## config.mk

```make
export PLATFORM = sky130hd
export DESIGN_NAME = ysyx_22050019_divider
export DESIGN_NICKNAME = d
export VERILOG_FILES = /design/src/rtl/ysyx_22050019_divider_pkg.sv /design/src/rtl/ysyx_22050019_div_step.sv /design/src/rtl/ysyx_22050019_divider.sv
export SDC_FILE = /design/constraint.sdc
export NUM_CORES = 1
export LEC_CHECK = 0
export ABC_AREA = 1
export BUFFER_PORTS_ARGS = -buffer_cell sky130_fd_sc_hd__buf_4
export CELL_PAD_IN_SITES_DETAIL_PLACEMENT = 1
export CELL_PAD_IN_SITES_GLOBAL_PLACEMENT = 1
export CORE_MARGIN = 2
export CORE_UTILIZATION = 43
export DETAILED_ROUTE_END_ITERATION = 6
export MAX_ROUTING_LAYER = met4
export PLACE_DENSITY = 0.92
export SETUP_SLACK_MARGIN = 0.1
export SLEW_MARGIN = 20
export SYNTH_ARGS = -nofsm -noshare
export SYNTH_HDL_FRONTEND = slang
export SYNTH_SLANG_ARGS = --single-unit
```

## constraint.sdc

```tcl
create_clock -name clk -period 5.7 [get_ports clk]
set_clock_uncertainty 0.1 [all_clocks]
set_input_delay 0.285 -clock clk [delete_from_list [all_inputs] [get_ports clk]]
set_output_delay 0.285 -clock clk [all_outputs]
set_load 0.02 [all_outputs]
```

## src/rtl/ysyx_22050019_divider_pkg.sv

```systemverilog
// Shared divider definitions: FSM state encoding and the ALU select-bit
// indices for the RV64M divide group, so ALU decode and divider agree.
package ysyx_22050019_divider_pkg;

   localparam int DIV_XLEN  = 64;
   localparam int DIV_CNT_W = 7;

   typedef enum logic [1:0] {
      ST_IDLE = 2'd0,
      ST_CALC = 2'd1,
      ST_DONE = 2'd2
   } div_state_e;

   // Bit positions in the ALU one-hot divide select vector
   localparam int SEL_DIV   = 0;
   localparam int SEL_DIVU  = 1;
   localparam int SEL_REM   = 2;
   localparam int SEL_REMU  = 3;
   localparam int SEL_DIVW  = 4;
   localparam int SEL_DIVUW = 5;
   localparam int SEL_REMW  = 6;
   localparam int SEL_REMUW = 7;
   localparam int SEL_NUM   = 8;

endpackage

```

## src/rtl/ysyx_22050019_div_step.sv

```systemverilog
// One radix-2 restoring step: shift {rem,quo} left, trial-subtract divisor.
// Ports: rem_in/quo_in/divisor in, rem_out/quo_out out (all XLEN).
module ysyx_22050019_div_step
   import ysyx_22050019_divider_pkg::*;
#(
   parameter int XLEN = DIV_XLEN
) (
   input  logic [XLEN-1:0] rem_in,
   input  logic [XLEN-1:0] quo_in,
   input  logic [XLEN-1:0] divisor,
   output logic [XLEN-1:0] rem_out,
   output logic [XLEN-1:0] quo_out
);

   logic [XLEN:0] rem_sh;
   logic [XLEN:0] trial;
   logic          neg;

   assign rem_sh = {rem_in, quo_in[XLEN-1]};
   assign trial  = rem_sh - {1'b0, divisor};
   assign neg    = trial[XLEN];

   // A negative trial means the shifted remainder was below the divisor,
   // so it fits in XLEN bits and is restored unchanged.
   assign rem_out = neg ? rem_sh[XLEN-1:0] : trial[XLEN-1:0];
   assign quo_out = {quo_in[XLEN-2:0], ~neg};

endmodule

```

## src/rtl/ysyx_22050019_divider.sv

```systemverilog
// Iterative radix-2 divider for RV64M DIV/DIVU/REM/REMU and W variants.
// Ports: clk, rst_n, div_valid/div_signed/div_rem/div_word, dividend,
//   divisor, flush, lsu_stall in; div_stall, div_ok, result out.
module ysyx_22050019_divider
   import ysyx_22050019_divider_pkg::*;
#(
   parameter int XLEN  = DIV_XLEN,
   parameter int CNT_W = DIV_CNT_W
) (
   input  logic            clk,
   input  logic            rst_n,
   input  logic            div_valid,
   input  logic            div_signed,
   input  logic            div_rem,
   input  logic            div_word,
   input  logic [XLEN-1:0] dividend,
   input  logic [XLEN-1:0] divisor,
   input  logic            flush,
   input  logic            lsu_stall,
   output logic            div_stall,
   output logic            div_ok,
   output logic [XLEN-1:0] result
);

   localparam int HI = XLEN - 32;

   div_state_e state_q, state_d;

   logic [CNT_W-1:0] cnt_q;
   logic [XLEN-1:0]  rem_q, quo_q, dsr_q, result_q;
   logic             q_neg_q, r_neg_q, rem_sel_q, word_q;

   logic [XLEN-1:0]  a_ext, b_ext, a_mag, b_mag;
   logic [XLEN-1:0]  min_val, quo_init;
   logic [XLEN-1:0]  fast_sel, fast_res;
   logic             a_neg, b_neg, b_zero, ovf, fast, accept;

   logic [XLEN-1:0]  step_rem, step_quo;
   logic [XLEN-1:0]  q_fix, r_fix, fin_sel, fin_res;
   logic             last;

   // Request decode: extend word operands, take magnitudes
   always_comb begin
      a_ext = dividend;
      b_ext = divisor;
      if (div_word) begin
         a_ext = {{HI{div_signed & dividend[31]}}, dividend[31:0]};
         b_ext = {{HI{div_signed & divisor[31]}}, divisor[31:0]};
      end
   end

   assign a_neg = div_signed & a_ext[XLEN-1];
   assign b_neg = div_signed & b_ext[XLEN-1];
   assign a_mag = a_neg ? -a_ext : a_ext;
   assign b_mag = b_neg ? -b_ext : b_ext;

   assign b_zero  = (b_ext == '0);
   assign min_val = div_word ? {{(HI+1){1'b1}}, 31'b0}
                             : {1'b1, {(XLEN-1){1'b0}}};
   assign ovf     = div_signed & (a_ext == min_val) & (b_ext == '1);
   assign fast    = b_zero | ovf;

   // Word magnitudes sit in the top half so N shifts drain them fully
   assign quo_init = div_word ? {a_mag[31:0], {HI{1'b0}}} : a_mag;

   always_comb begin
      fast_sel = div_rem ? '0 : a_ext;
      if (b_zero)
         fast_sel = div_rem ? a_ext : '1;
   end

   assign fast_res = div_word ? {{HI{fast_sel[31]}}, fast_sel[31:0]}
                              : fast_sel;

   assign accept = (state_q == ST_IDLE) & div_valid & ~flush;

   ysyx_22050019_div_step #(
      .XLEN(XLEN)
   ) u_step (
      .rem_in (rem_q),
      .quo_in (quo_q),
      .divisor(dsr_q),
      .rem_out(step_rem),
      .quo_out(step_quo)
   );

   assign last    = (cnt_q == CNT_W'(1));
   assign q_fix   = q_neg_q ? -step_quo : step_quo;
   assign r_fix   = r_neg_q ? -step_rem : step_rem;
   assign fin_sel = rem_sel_q ? r_fix : q_fix;
   assign fin_res = word_q ? {{HI{fin_sel[31]}}, fin_sel[31:0]}
                           : fin_sel;

   always_ff @(posedge clk or negedge rst_n) begin
      if (!rst_n)
         state_q <= ST_IDLE;
      else
         state_q <= state_d;
   end

   always_comb begin
      state_d = state_q;
      unique case (state_q)
         ST_IDLE: begin
            if (accept)
               state_d = fast ? ST_DONE : ST_CALC;
         end
         ST_CALC: begin
            if (flush)
               state_d = ST_IDLE;
            else if (last)
               state_d = ST_DONE;
         end
         ST_DONE: begin
            if (flush || !lsu_stall)
               state_d = ST_IDLE;
         end
         default: state_d = ST_IDLE;
      endcase
   end

   always_ff @(posedge clk or negedge rst_n) begin
      if (!rst_n) begin
         cnt_q     <= '0;
         rem_q     <= '0;
         quo_q     <= '0;
         dsr_q     <= '0;
         result_q  <= '0;
         q_neg_q   <= 1'b0;
         r_neg_q   <= 1'b0;
         rem_sel_q <= 1'b0;
         word_q    <= 1'b0;
      end else if (accept) begin
         q_neg_q   <= a_neg ^ b_neg;
         r_neg_q   <= a_neg;
         rem_sel_q <= div_rem;
         word_q    <= div_word;
         rem_q     <= '0;
         quo_q     <= quo_init;
         dsr_q     <= b_mag;
         cnt_q     <= div_word ? CNT_W'(32) : CNT_W'(XLEN);
         if (fast)
            result_q <= fast_res;
      end else if (state_q == ST_CALC && !flush) begin
         rem_q <= step_rem;
         quo_q <= step_quo;
         cnt_q <= cnt_q - CNT_W'(1);
         if (last)
            result_q <= fin_res;
      end
   end

   assign div_stall = accept | (state_q == ST_CALC);
   assign div_ok    = (state_q == ST_DONE) & ~flush;
   assign result    = result_q;

endmodule

```

# Word level (Yosys, flattened, before mapping)
# Index checks and enable logic that the tools add are counted.
# word_totals
romBits,0
wordCells,81
n_memories,0
output_inout_bits,66
latch_bits,0
in_bits,136
ramBits,0
reg_bits,269
# op_classes
div_mod_pow,0
magnitude_cmp,0
multipliers,0
bitwise,14
n_mux,32
addsub,6
n_eq_ne,9
n_reduce_logical,10
shift,0
# ops
op,count
64-bit 2-to-1 mux,22
64-bit negation,4
65-bit by 64-bit subtractor with 65-bit output,1
64-bit == test,1
"64-bit == test, second input constant",1
64-bit logical NOT,1
63-bit 2-to-1 mux,1
7-bit 2-to-1 mux,3
2-bit 2-to-1 mux,5
1-bit AND,9
"7-bit by 1-bit == test with 1-bit output, second input constant",1
"7-bit by 1-bit subtractor with 7-bit output, second input constant",1
"2-bit inequality test, second input constant",3
2-bit case mux with 3 select lines,1
3-bit AND reduction,2
2-bit nonzero test,2
"3-bit inequality test, second input constant",1
"2-bit by 1-bit == test with 1-bit output, second input constant",1
"2-bit == test, second input constant",1
1-bit logical NOT,2
2-bit logical NOT,1
1-bit inverter,2
1-bit bitwise OR,2
1-bit logical AND,1
2 further kinds,2

# Logic depth before layout (Yosys ltp)
# depth
word_depth,9
depth_mapped,41
ltp_nobuf,39

# Cells and area by module
# Synthesis repeated with hierarchy kept, for this count alone.
# unflattened
hier_cells,5412
area_unflattened_um2,29948.7
# by_module_without_submodules
module,cells_each,seq_area_each_um2,instances,area_each_um2
ysyx_22050019_divider,3735,6731.5,1,22220.1
ysyx_22050019_div_step,1677,0.0,1,7728.7

# Worst setup path before layout
# OpenSTA, ideal clock, no wires.
# synth_path
path_type,register -> register
from,register quo_q[63]
to,"register result_q[60], in the netlist result[60]"
n_path_buf,2
setup_time_ps,65
synth_period_minus_slack_ps,4794
arrival_ps,4629
path_stages_with_launch,41
t_required_ps,5535
path_slack_ps,906
path_cell_list,dfrtp_1 > inv_1 > ha_1 > fa_1 > inv_1 > nand2_1 > nand2_1 > nand3_1 > nand2_2 > nand2_1 > nand2_2 > nand2_2 > nand2_2 > nand2_2 > nand2_4 > nand2_4 > nand2_4 > buf_6 > (+5 left out) > nor3_2 > nand4_1 > nor2_1 > nand2_1 > nand2_1 > nand2_1 > a21oi_1 > o21ai_1 > nor2_1 > o21ai_1 > a21oi_1 > xnor2_1 > nand2_1 > nand2_1 > nand2_1 > nand2_1 > nand2_1 > nand2_1
# synth_between
elab_chain_cells,9
word_cells_on_any_way,12
cone_classes,add/sub (3); mux (8); bitwise (1)
# synth_rtl
element,line_no,rtl
"start, declared",ysyx_22050019_divider.sv:30,"logic [XLEN-1:0] rem_q, quo_q, dsr_q, result_q;"
"start signal, assigned",ysyx_22050019_divider.sv:139,quo_q <= quo_init;
"start signal, assigned",ysyx_22050019_divider.sv:146,quo_q <= step_quo;
65-bit by 64-bit subtractor with 65-bit output,ysyx_22050019_div_step.sv:20,"assign trial = rem_sh - {1'b0, divisor};"
64-bit 2-to-1 mux or 1-bit inverter (tied branches),"ysyx_22050019_div_step.sv:25, ysyx_22050019_div_step.sv:26",
64-bit negation (on tied branches),"ysyx_22050019_divider.sv:89, ysyx_22050019_divider.sv:88",
64-bit 2-to-1 mux (on tied branches),"ysyx_22050019_divider.sv:89, ysyx_22050019_divider.sv:88",
64-bit 2-to-1 mux *,ysyx_22050019_divider.sv:90,assign fin_sel = rem_sel_q ? r_fix : q_fix;
64-bit 2-to-1 mux *,ysyx_22050019_divider.sv:91,"assign fin_res = word_q ? {{HI{fin_sel[31]}}, fin_sel[31:0]}"
64-bit 2-to-1 mux *,ysyx_22050019_divider.sv:148,if (last)
64-bit 2-to-1 mux *,ysyx_22050019_divider.sv:144,end else if (state_q == ST_CALC && !flush) begin
64-bit 2-to-1 mux *,ysyx_22050019_divider.sv:133,end else if (accept) begin
"end signal, assigned",ysyx_22050019_divider.sv:143,result_q <= fast_res;
"end signal, assigned",ysyx_22050019_divider.sv:149,result_q <= fin_res;
"end, declared",ysyx_22050019_divider.sv:30,
# Mark *: on every way between the ends. The rest lies on a longest branch, timed or not. The select of a mux whose other input is x is not followed.
# A chain may end at the register's enable or synchronous reset.

# Final worst setup path
# layout_path
from,register quo_q[63]
to,"register result_q[38], in the netlist result[38]"
# The elaborated chain is that of the path after synthesis.

==> reports/metrics.cfg <==
[outcome]
status = finished, final reports clean

[logic_synthesis]
synth_compound_area_share_pct = 16.85
ys_async_sr_fraction_pct = 100.0
yosysUniqueCellTypes = 61
yosysSeqAreaShare_pct = 24.07
synthAdderAreaFrac_pct = 3.248
muxShareOfSynthArea_pct = 0
synth_common_cells = 1545 x nand2_1, 684 x inv_1, 531 x nor2_1
synthesis.area_mm2 = 0.02797
synthXorXnorAreaFrac_pct = 4.009
ys_seq_elements = 269
synth_most_common_cell = nand2_1
synth.area.top_cells = dfrtp_1 24%, nand2_1 21%, inv_1 9.2%
syn_area_per_cell_um2 = 5.785
synth-simple-area-share_pct = 39.55
syn_inst = 4834
syn_nets = 5042
synth_top_area_share_pct = 24.07
synth_edf_count = 0
synth.largest_area_cell = dfrtp_1
synth_top_family_by_area = simple AND/OR/NAND/NOR gates
synth_warnings = 0
synth-main-ff-cell = dfrtp_1

[floorplanning]
die_y_um = 259.0
initial_core_util_pct = 43.46
die-area_mm2 = 0.06709
die_w_um = 259.0
pin_count = 202
rows = 93
core_area_mm2 = 0.06435

[worst_setup_path]
crit_path_end_kind = flip-flop
cpMostUsedCell = nand2_1
worst_path_max_delay_cell = fa_1
path_max_fanout = 62
critPathLaunchType = flip-flop
slowest_delay_ns = 0.42
reg2reg_depth = 33
path_class = reg -> reg
cp_data_required_time_ns = 6.13
r2r_slack_ns = 0.36
timing.rr.start = quo_q[63]$_DFFE_PN0P_
reg2reg_to = result[38]$_DFFE_PN0P_
cp.arrival_ns = 5.77

[routing]
wirelength_um = 148200
drcViolationCount = 0
vias = 35420
drtIter0Drc = 4160
viasPerCell = 6.039
first_pass_iters = 7
avgRoutedWirePerCell_um = 25.26
postRouteAntennaNets = 0

[global_routing]
antenna_found_initial = 7
grt_usage_pct = 44.52
grt-ovfl-total = 0
grt_start_max_net_pins = 127
grt_pass1_wl_um = 219000
first_global_vias = 34880

[clocking]
cts_made_buffers = 37
cts_tree = done
cts_setup_buffers = 0
cts_buffer_depth = 3
clk_latency_ns = 0.59
clkSlewWorstSetupHoldPaths_ns = 0.07
cts.sinks = 269
h-tree-depth = 2
clockRootBuffer = clkbuf_16

[sta]
period_needed_ns = 5.338
max_freq_mhz = 187.3
tightest_slew_ns = 1.178
finalCritPeriodShare_pct = 93.66
hold_viol = 0
relSlewSlack_pct = 21.38
setup-violations-final = 0
rsz0062_at_grt = false
fin_tns_setup_ns = 0
drv_slew = 0

[pwr]
p_per_area_mw_per_mm2 = 646.4
ir_drop_v = 0.0003646
leakage_nw = 16.50
p_total_mw = 20.56

[min_path]
hold_path.class = in -> reg
min_path_cells = 3
min_to = quo_q[3]$_DFFE_PN0P_
hp-start = dividend[3]

[cells_and_area]
nFillCells = 9125
final_cell_count_no_fill = 5866
nNetsFinal = 5186
drive_gt1_share_pct = 9.007
area_growth_pct = 13.70

[place]
portBuffers = 201
gp_congestion = 1.072
hpwl_um = 116700
dp.cells = 5775

[job]
cap_violations = 0

-- through the flow --
stage | setup slack, ns | hold slack, ns | utilization (%) | cell area, um^2
after floorplan | 0.9056 | -0.1106 | - | 27970
after global placement | 0.4042 | 0.1805 | 47.11 | 30320
after detailed placement | 0.2241 | 0.1779 | 47.11 | 30320
after CTS | 0.1953 | 0.0002895 | 49.29 | 31720
after global routing | 0.08683 | 0.03712 | 49.42 | 31800
final | 0.3616 | 0.01527 | 49.42 | 31800
-- how the worst max path moves through the flow --
stage                                  end  slack [ns]                   from  cells after the start
floorplan           result[60]$_DFFE_PN0P_        0.91  quo_q[63]$_DFFE_PN0P_                     40
finish              result[38]$_DFFE_PN0P_        0.36  quo_q[63]$_DFFE_PN0P_                     33
detailed placement  result[52]$_DFFE_PN0P_        0.22  quo_q[63]$_DFFE_PN0P_                     39
CTS                 result[52]$_DFFE_PN0P_        0.20  quo_q[63]$_DFFE_PN0P_                     39
global placement    result[52]$_DFFE_PN0P_        0.40  quo_q[63]$_DFFE_PN0P_                     39
global route        result[36]$_DFFE_PN0P_        0.09  quo_q[63]$_DFFE_PN0P_                     34
-- critical path, delay by kind of cell, from the launching register on --
family,cells,cell delay [ns]
AND/OR/NAND/NOR,28,3.65
flip-flops,1,0.32
adder cells (fa/ha/maj),2,0.65
buffers and inverters,3,0.53
-- final cells by class --
| class | instances | area (um^2) | share of cell area [%] |
|---|---|---|---|
| diodes | 4 | 10.01 | 0.03148 |
| clock buffers | 48 | 1017 | 3.199 |
| clock inverters | 20 | 192.7 | 0.6059 |
| inverters | 693 | 2603 | 8.184 |
| multi-input cells | 3688 | 17900 | 56.28 |
| flip-flops and latches | 269 | 6734 | 21.18 |
| well taps | 855 | 1070 | 3.364 |
| repair buffers | 289 | 2277 | 7.161 |
-- timing repair --
action                     in CTS  in global routing
setup endpoints to repair       0                 29
hold endpoints to repair       75                  0
gates resized for setup         0                 20
hold buffers                   19                  0
-- sequential cells by signal, indices dropped and copies added (netlist names) --
signal and cells:
quo_q 64, q_neg_q 1, rem_q 64, cnt_q 7, word_q 1, dsr_q 64, state_q 2, r_neg_q 1
rem_sel_q 1, result 64
-- metal layers --
layer | wire length [um] | up-vias | track usage, % | share of wire [%]
met4 | 7664 | 0 | 19.41 | 5.2
met2 | 62220 | 1942 | 63.86 | 42
met1 | 62050 | 17270 | 59.46 | 42
met5 | 0 | - | - | 0
met3 | 16250 | 365 | 10.44 | 11
li1 | - | 15840 | - | -
-- logic make-up (layout without fill, tap and decap cells) --
family | after synthesis | after routing
AOI/OAI and AO/OA | 846 | 846
xor gates and xnor gates | 128 | 128
adders and majority gates | 72 | 72
buffers and inverters | 877 | 1050
DFF | 269 | 269
other | 0 | 4
and+or+nand+nor | 2642 | 2642
-- power by group --
| part | switching (mW) | internal, mW |
|---|---|---|
| registers | 0.744 | 2.63 |
| clock network | 1.07 | 1.37 |
| logic | 10.7 | 4.10 |
| total | 12.5 | 8.10 |
-- layout by cell type (no fill, tap or decap), types with 5 or more instances in the layout --
| master | n |
|---|---|
| a21oi_1 | 277 |
| a22oi_1 | 8 |
| a31oi_1 | 6 |
| buf_4 | 264 |
| clkbuf_1 | 6 |
| clkbuf_16 | 37 |
| clkbuf_8 | 5 |
| clkinv_2 | 11 |
| dfrtp_1 | 267 |
| dlygate4sd3_1 | 19 |
| ha_1 | 71 |
| inv_1 | 679 |
| inv_2 | 11 |
| nand2_1 | 1543 |
| nand2_2 | 33 |
| nand3_1 | 251 |
| nand3_2 | 7 |
| nand3b_1 | 22 |
| nand4_1 | 82 |
| nor2_1 | 525 |
| nor2_2 | 24 |
| nor2_4 | 6 |
| nor3_1 | 73 |
| nor4_1 | 49 |
| o2111ai_1 | 5 |
| o211ai_1 | 11 |
| o21ai_0 | 336 |
| o21ai_1 | 33 |
| o21bai_1 | 15 |
| o221ai_1 | 32 |
| o22ai_1 | 80 |
| o31ai_1 | 8 |
| o41ai_1 | 6 |
| or2_2 | 12 |
| xnor2_1 | 48 |
| xor2_1 | 80 |
Power figures use the tool's default switching activity.
